## config.mk

```make
export PLATFORM = sky130hd
export DESIGN_NAME = bcd_counter_7seg_mux
export DESIGN_NICKNAME = d
export VERILOG_FILES = /design/src/rtl/bcd_counter_7seg_mux.sv
export SDC_FILE = /design/constraint.sdc
export NUM_CORES = 1
export LEC_CHECK = 0
export BUFFER_PORTS_ARGS = -buffer_cell sky130_fd_sc_hd__buf_2
export CORE_ASPECT_RATIO = 0.8
export CORE_MARGIN = 4
export CORE_UTILIZATION = 62
export CTS_CLUSTER_SIZE = 12
export DETAILED_ROUTE_END_ITERATION = 7
export PLACE_DENSITY_LB_ADDON = 0.2
export SYNTH_ARGS = -nofsm -noshare
export SYNTH_HDL_FRONTEND = slang
export SYNTH_SLANG_ARGS = --single-unit
```

## constraint.sdc

```tcl
create_clock -name CLOCK_50 -period 3.55 [get_ports CLOCK_50]
set_clock_uncertainty 0.2 [all_clocks]
set_input_delay 0.5325 -clock CLOCK_50 [delete_from_list [all_inputs] [get_ports CLOCK_50]]
set_output_delay 0.5325 -clock CLOCK_50 [all_outputs]
set_load 0.03 [all_outputs]
```

## src/rtl/bcd_counter_7seg_mux.sv

```systemverilog
`default_nettype none
// ============================================================================
// Module   : bcd_counter_7seg_mux
// Purpose  : Decimal (BCD) up/down counter advancing at COUNT_HZ, with a
//            multiplexed DIGITS-wide active-low 7-segment display driver
//            scanning at SCAN_HZ per digit. The units digit is mirrored on the
//            LEDs (active-low binary). WRAP pulses for one cycle when the
//            count rolls over (all-9s -> all-0s or all-0s -> all-9s).
// Ports    : CLOCK_50 - board clock, rising edge
//            RESET    - asynchronous active-high reset
//            EN       - count enable (freezes count and count prescaler)
//            UP       - count direction, 1 = up, 0 = down
//            CLR      - synchronous clear of count and count prescaler
//            LED[3:0] - ~units digit, registered
//            DIG[]    - one-hot active-low tube select, bit 0 = units
//            SEG[6:0] - active-low segments {g,f,e,d,c,b,a}
//            WRAP     - one-cycle rollover pulse
// Options  : LEADING_ZERO_BLANK_EN - when defined, leading zero digits are
//            blanked (units digit always shown).
// Revision : 1.0 - initial release
// ============================================================================
module bcd_counter_7seg_mux #(
  parameter int CLK_HZ   = 50000000,
  parameter int COUNT_HZ = 1,
  parameter int SCAN_HZ  = 1000,
  parameter int DIGITS   = 4
) (
  input  logic              CLOCK_50,
  input  logic              RESET,
  input  logic              EN,
  input  logic              UP,
  input  logic              CLR,
  output logic [3:0]        LED,
  output logic [DIGITS-1:0] DIG,
  output logic [6:0]        SEG,
  output logic              WRAP
);

  localparam int CNT_DIV  = CLK_HZ / COUNT_HZ;
  localparam int SCAN_DIV = CLK_HZ / (SCAN_HZ * DIGITS);
  localparam int CNT_W    = $clog2(CNT_DIV);
  localparam int SCAN_W   = $clog2(SCAN_DIV);
  localparam int IDX_W    = (DIGITS > 1) ? $clog2(DIGITS) : 1;

  localparam logic [CNT_W-1:0]  CNT_LAST  = CNT_W'(CNT_DIV - 1);
  localparam logic [SCAN_W-1:0] SCAN_LAST = SCAN_W'(SCAN_DIV - 1);
  localparam logic [IDX_W-1:0]  IDX_LAST  = IDX_W'(DIGITS - 1);

  function automatic logic [6:0] seg_decode(input logic [3:0] d);
    case (d)
      4'd0:    seg_decode = 7'h40;
      4'd1:    seg_decode = 7'h79;
      4'd2:    seg_decode = 7'h24;
      4'd3:    seg_decode = 7'h30;
      4'd4:    seg_decode = 7'h19;
      4'd5:    seg_decode = 7'h12;
      4'd6:    seg_decode = 7'h02;
      4'd7:    seg_decode = 7'h78;
      4'd8:    seg_decode = 7'h00;
      4'd9:    seg_decode = 7'h10;
      default: seg_decode = 7'h7F;
    endcase
  endfunction

  // --------------------------------------------------------------------------
  // Count prescaler: tick on the enabled cycle it wraps back to zero
  // --------------------------------------------------------------------------
  logic [CNT_W-1:0] cnt_pre;
  logic             count_tick;

  assign count_tick = EN && (cnt_pre == CNT_LAST);

  always_ff @(posedge CLOCK_50 or posedge RESET) begin
    if (RESET) begin
      cnt_pre <= '0;
    end else if (CLR) begin
      cnt_pre <= '0;
    end else if (EN) begin
      cnt_pre <= count_tick ? '0 : cnt_pre + 1'b1;
    end
  end

  // --------------------------------------------------------------------------
  // BCD next-value: ripple carry/borrow from the units digit upward. If the
  // chain survives past the top digit the whole count has rolled over.
  // --------------------------------------------------------------------------
  logic [DIGITS-1:0][3:0] count;
  logic [DIGITS-1:0][3:0] count_nxt;
  logic                   roll;

  always_comb begin
    count_nxt = count;
    roll      = 1'b1;
    for (int i = 0; i < DIGITS; i++) begin
      if (roll) begin
        if (UP) begin
          if (count[i] >= 4'd9) begin
            count_nxt[i] = 4'd0;
          end else begin
            count_nxt[i] = count[i] + 4'd1;
            roll         = 1'b0;
          end
        end else begin
          if (count[i] == 4'd0) begin
            count_nxt[i] = 4'd9;
          end else begin
            count_nxt[i] = count[i] - 4'd1;
            roll         = 1'b0;
          end
        end
      end
    end
  end

  // CLR wins over a coincident tick and suppresses the wrap pulse.
  always_ff @(posedge CLOCK_50 or posedge RESET) begin
    if (RESET) begin
      count <= '0;
      WRAP  <= 1'b0;
      LED   <= 4'hF;
    end else begin
      LED <= ~count[0];
      if (CLR) begin
        count <= '0;
        WRAP  <= 1'b0;
      end else begin
        WRAP <= count_tick && roll;
        if (count_tick) begin
          count <= count_nxt;
        end
      end
    end
  end

  // --------------------------------------------------------------------------
  // Leading-zero blanking for the currently selected slot
  // --------------------------------------------------------------------------
  logic [IDX_W-1:0] idx;
  logic             blank_sel;

`ifdef LEADING_ZERO_BLANK_EN
  logic [DIGITS-1:0] lead_zero;

  always_comb begin
    logic all_zero;
    lead_zero = '0;
    all_zero  = 1'b1;
    for (int i = DIGITS - 1; i >= 0; i--) begin
      all_zero     = all_zero && (count[i] == 4'd0);
      lead_zero[i] = all_zero;
    end
    lead_zero[0] = 1'b0;  // units digit is always displayed
  end

  assign blank_sel = lead_zero[idx];
`else
  assign blank_sel = 1'b0;
`endif

  // --------------------------------------------------------------------------
  // Scan: free-running prescaler; DIG and SEG load together on a scan tick so
  // a tube is never enabled with the previous tube's segment pattern.
  // --------------------------------------------------------------------------
  logic [SCAN_W-1:0] scan_pre;
  logic              scan_tick;

  assign scan_tick = (scan_pre == SCAN_LAST);

  always_ff @(posedge CLOCK_50 or posedge RESET) begin
    if (RESET) begin
      scan_pre <= '0;
      idx      <= '0;
      DIG      <= '1;
      SEG      <= 7'h7F;
    end else begin
      scan_pre <= scan_tick ? '0 : scan_pre + 1'b1;
      if (scan_tick) begin
        DIG <= ~(DIGITS'(1) << idx);
        SEG <= blank_sel ? 7'h7F : seg_decode(count[idx]);
        idx <= (idx == IDX_LAST) ? '0 : idx + 1'b1;
      end
    end
  end

endmodule
`default_nettype wire

```

==> qor.yml <==
layout.cell_area.non_filler_mm2: 0.004852
post_drt_antenna_nets: 0
setup_tns_ns: 0
post_synth.cell_area_avg_um2: 9.631
globalplace.congestion: 0.8730
min_to: "SEG[5]"
buf_inv_on_cp: 1
power.density_cell_area_mw_per_mm2: 326.5
setup_violations: 0
diodes: 0
relSlewSlack_pct: 40.66
core_area_mm2: 0.006993
postSynthNetCount: 501
run_status: "completed"
max-cap-violations: 0
postCtsSetupBuffers: 0
hold_path_class: "register to register"
vias_after_detailed_routing: 3521
synth_cell_types: 64
hpwl_after_detailed_placement_um: 6211
hp_start: "SEG[5]"
dpl-instance-area_mm2: 0.004636
synth-seq-cells: 74
number_of_max_slew_violations_in_the_final_report: 0
synth_area_leaders: "sky130_fd_sc_hd__dfrtp_1, sky130_fd_sc_hd__dfstp_2, sky130_fd_sc_hd__ha_1"
synth_enable_flop_cells: 0
final.min_clock_period_ns: 2.878
global_route.overflow_total: 0
critical-path-top-delay-family: "simple AND/OR/NAND/NOR gates"
synthCells: 472
ff2ff_setup_slack_ns: 0.67
seq_area_frac_synth_pct: 41.15
crit_arrival_ns: 2.92
worst_path_max_delay_cell: "sky130_fd_sc_hd__or3b_2"
path_cells: "inv_1 > ha_1 > or3b_2 > o2bb2ai_1 > and4_1 > a21oi_1 > a311oi_1"
grt_start_max_net_pins: 46
tightest_slew_ns: 0.8827
drcViolationCount: 0
port_bufs: 20
crit_fanout: 9
clock_tree.buffer_depth: 2
post_cts.resized_instances: 0
detail_route.wirelength_um: 8631
setup.worst_path.end_class: "register"
floorplan.die.width_um: 103.7
grt_first_pass_wirelength_um: 15580
insertion_delay_ns: 0.34
final_hold_viol_count: 0
max_clock_freq_mhz: 347.5
grt_antenna_before_repair: 0
stdcell_count: 575
r2r.worst_path.cells: 7
layout-drive-gt1-share_pct: 16.60
drt_first_iter_violations: 214
fraction_of_the_cycle_the_final_worst_path_needs_pct: 81.06
dieArea_mm2: 0.008774
synthFlopType: "sky130_fd_sc_hd__dfrtp_1"
via_per_inst: 6.123
cts.sink_count: 74
rsz_0062_raised_after_global_routing: "no"
pin_count: 21
dpl.cell_count: 558
required_time_of_the_critical_path_ns: 3.59
dieHeight_um: 84.59
first_global_vias: 3355
tritoncts: "done"
fin_nets: 512
reg2reg_to: "count[15]"
ys_async_sr_fraction_pct: 100.0
post-synth-top-area-cell: "sky130_fd_sc_hd__dfrtp_1"
final.fill_count: 515
yosysWarningCount: 0
detailedRoute.firstPassIterationCount: 5
clockRootBuffer: "sky130_fd_sc_hd__clkbuf_8"
path_clk_slew_ns: 0.08
yosys.area.top_type_share_pct: 32.48
max-vdd-ir-drop_mv: 0.2460
cts-hold-fix-buffers: 1
worst_hold_path.num_cells: 2
timing.rr.start: "count[0]"
crit_path_start_kind: "register"
tritoncts.num_buffers: 9
p_leak_uw: 0.001959
area.growth.synth_to_final_pct: 6.744
globalRouteTotalUtil_pct: 21.20
initial_core_util_pct: 65.00
rows: 27
timing.critical_path.slowest_cell_delay_ns: 0.49
cell_area_after_synthesis_mm2: 0.004546
timing.setup.critical_path_class: "register to register"
route.detailed.wl_per_inst_um: 15.01
h-tree-depth: 3
==> report_power, final <==
group | internal (µW) | switching [µW] | total (µW)
Combinational | 16.6 | 44.1 | 60.7
Clock | 337 | 340 | 677
Sequential | 845 | 2.15 | 847
Total | 1200 | 386 | 1580
==> sequential cells by signal, summed over array words and instances, names as in the netlist <==
register  count
LED           4
scan_pre     14
WRAP          1
cnt_pre      26
idx           2
DIG           4
SEG           7
count        16
==> per-layer routing <==
layer / track usage (%) / up-vias / wire, µm
li1: - / 1721 / -
met1: 30.53 / 1712 / 4276
met2: 33.97 / 84 / 3891
met3: 3.920 / 4 / 428
met4: 4.348 / 0 / 35
met5: 0 / - / 0
==> cells in the final DEF (no fill, tap or decap), drive strengths merged, types with 11 or more instances in the layout <==
cell type / instances
a211oi: 11
a21oi: 16
buf: 23
dfrtp: 59
dfstp: 15
ha: 24
inv: 29
nand2: 31
nand3: 24
nor2: 53
nor3: 15
o21ai: 23
xnor2: 20
xor2: 14
==> worst min-delay path, delay by kind of cell (launching register included) <==
kind            cells  cell delay, ns
compound gates      1            0.06
flops               1            0.37
simple gates        1            0.04
==> per-stage QoR <==
step | hold WS (ns) | total power (µW) | util, % | worst slack, ns
final | 0.2771 | 1584 | 69.39 | 0.6723
after global routing | 0.3024 | 1657 | 69.39 | 0.5442
after CTS | 0.2829 | 1605 | 69.39 | 0.6960
after detailed placement | 0.2033 | 923.7 | 66.29 | 0.7297
after global placement | 0.1990 | 922.2 | 66.29 | 0.8208
after floorplan | 0.2549 | 911.0 | - | 0.9607
==> final cells by class <==
type | count | area [µm²] | share of cell area (%)
clock buffer | 9 | 123.9 | 2.553
timing repair buffer | 24 | 132.6 | 2.733
sequential | 74 | 1871 | 38.55
multi-input combinational | 349 | 2440 | 50.28
inverter | 25 | 93.84 | 1.934
clock inverter | 7 | 82.58 | 1.702
tap | 87 | 108.9 | 2.243
==> worst max-delay path by stage <==
| stage | start | to | slack, ns | depth (start not counted) |
|---|---|---|---|---|
| final | count[0] | count[15] | 0.67 | 7 |
| after global routing | count[0] | count[15] | 0.54 | 7 |
| after CTS | count[0] | count[15] | 0.70 | 7 |
| after detailed placement | count[0] | count[15] | 0.73 | 7 |
| after global placement | count[0] | count[15] | 0.82 | 7 |
| after floorplan | RESET | WRAP | 0.96 | 1 |
==> synth_stat cells, types with 2 or more instances <==
| cell type | instances |
|---|---|
| sky130_fd_sc_hd__a211oi_1 | 11 |
| sky130_fd_sc_hd__a21o_1 | 3 |
| sky130_fd_sc_hd__a21oi_1 | 16 |
| sky130_fd_sc_hd__a311oi_1 | 5 |
| sky130_fd_sc_hd__a31oi_1 | 6 |
| sky130_fd_sc_hd__a32o_1 | 2 |
| sky130_fd_sc_hd__and2_1 | 6 |
| sky130_fd_sc_hd__and3_1 | 4 |
| sky130_fd_sc_hd__and4_1 | 4 |
| sky130_fd_sc_hd__buf_4 | 2 |
| sky130_fd_sc_hd__buf_6 | 3 |
| sky130_fd_sc_hd__clkbuf_1 | 16 |
| sky130_fd_sc_hd__clkbuf_8 | 2 |
| sky130_fd_sc_hd__dfrtp_1 | 59 |
| sky130_fd_sc_hd__dfstp_2 | 15 |
| sky130_fd_sc_hd__ha_1 | 24 |
| sky130_fd_sc_hd__inv_1 | 25 |
| sky130_fd_sc_hd__mux2i_1 | 5 |
| sky130_fd_sc_hd__mux4_2 | 6 |
| sky130_fd_sc_hd__nand2_1 | 31 |
| sky130_fd_sc_hd__nand2b_1 | 5 |
| sky130_fd_sc_hd__nand3_1 | 24 |
| sky130_fd_sc_hd__nand3b_1 | 2 |
| sky130_fd_sc_hd__nand4_1 | 8 |
| sky130_fd_sc_hd__nand4b_1 | 3 |
| sky130_fd_sc_hd__nor2_1 | 53 |
| sky130_fd_sc_hd__nor2b_1 | 2 |
| sky130_fd_sc_hd__nor3_1 | 15 |
| sky130_fd_sc_hd__nor4_1 | 3 |
| sky130_fd_sc_hd__nor4_4 | 2 |
| sky130_fd_sc_hd__nor4b_1 | 5 |
| sky130_fd_sc_hd__o21ai_0 | 23 |
| sky130_fd_sc_hd__o21bai_1 | 2 |
| sky130_fd_sc_hd__o22ai_1 | 3 |
| sky130_fd_sc_hd__o2bb2ai_1 | 2 |
| sky130_fd_sc_hd__o31ai_1 | 2 |
| sky130_fd_sc_hd__or3_1 | 7 |
| sky130_fd_sc_hd__or3b_2 | 5 |
| sky130_fd_sc_hd__or4_1 | 2 |
| sky130_fd_sc_hd__or4b_1 | 2 |
| sky130_fd_sc_hd__or4bb_1 | 2 |
| sky130_fd_sc_hd__xnor2_1 | 20 |
| sky130_fd_sc_hd__xor2_1 | 14 |
==> cells by family after synthesis <==
| family | share of synthesized area [%] |
|---|---|
| and+or+nand+nor | 24.14 |
| AOI/OAI and AO/OA | 12.06 |
| DFF | 41.15 |
| buffers and inverters | 5.175 |
| xor gates and xnor gates | 6.551 |
| adders and majority gates | 6.606 |
| muxes | 4.322 |
No activity file was read; power rests on OpenSTA's default activity.
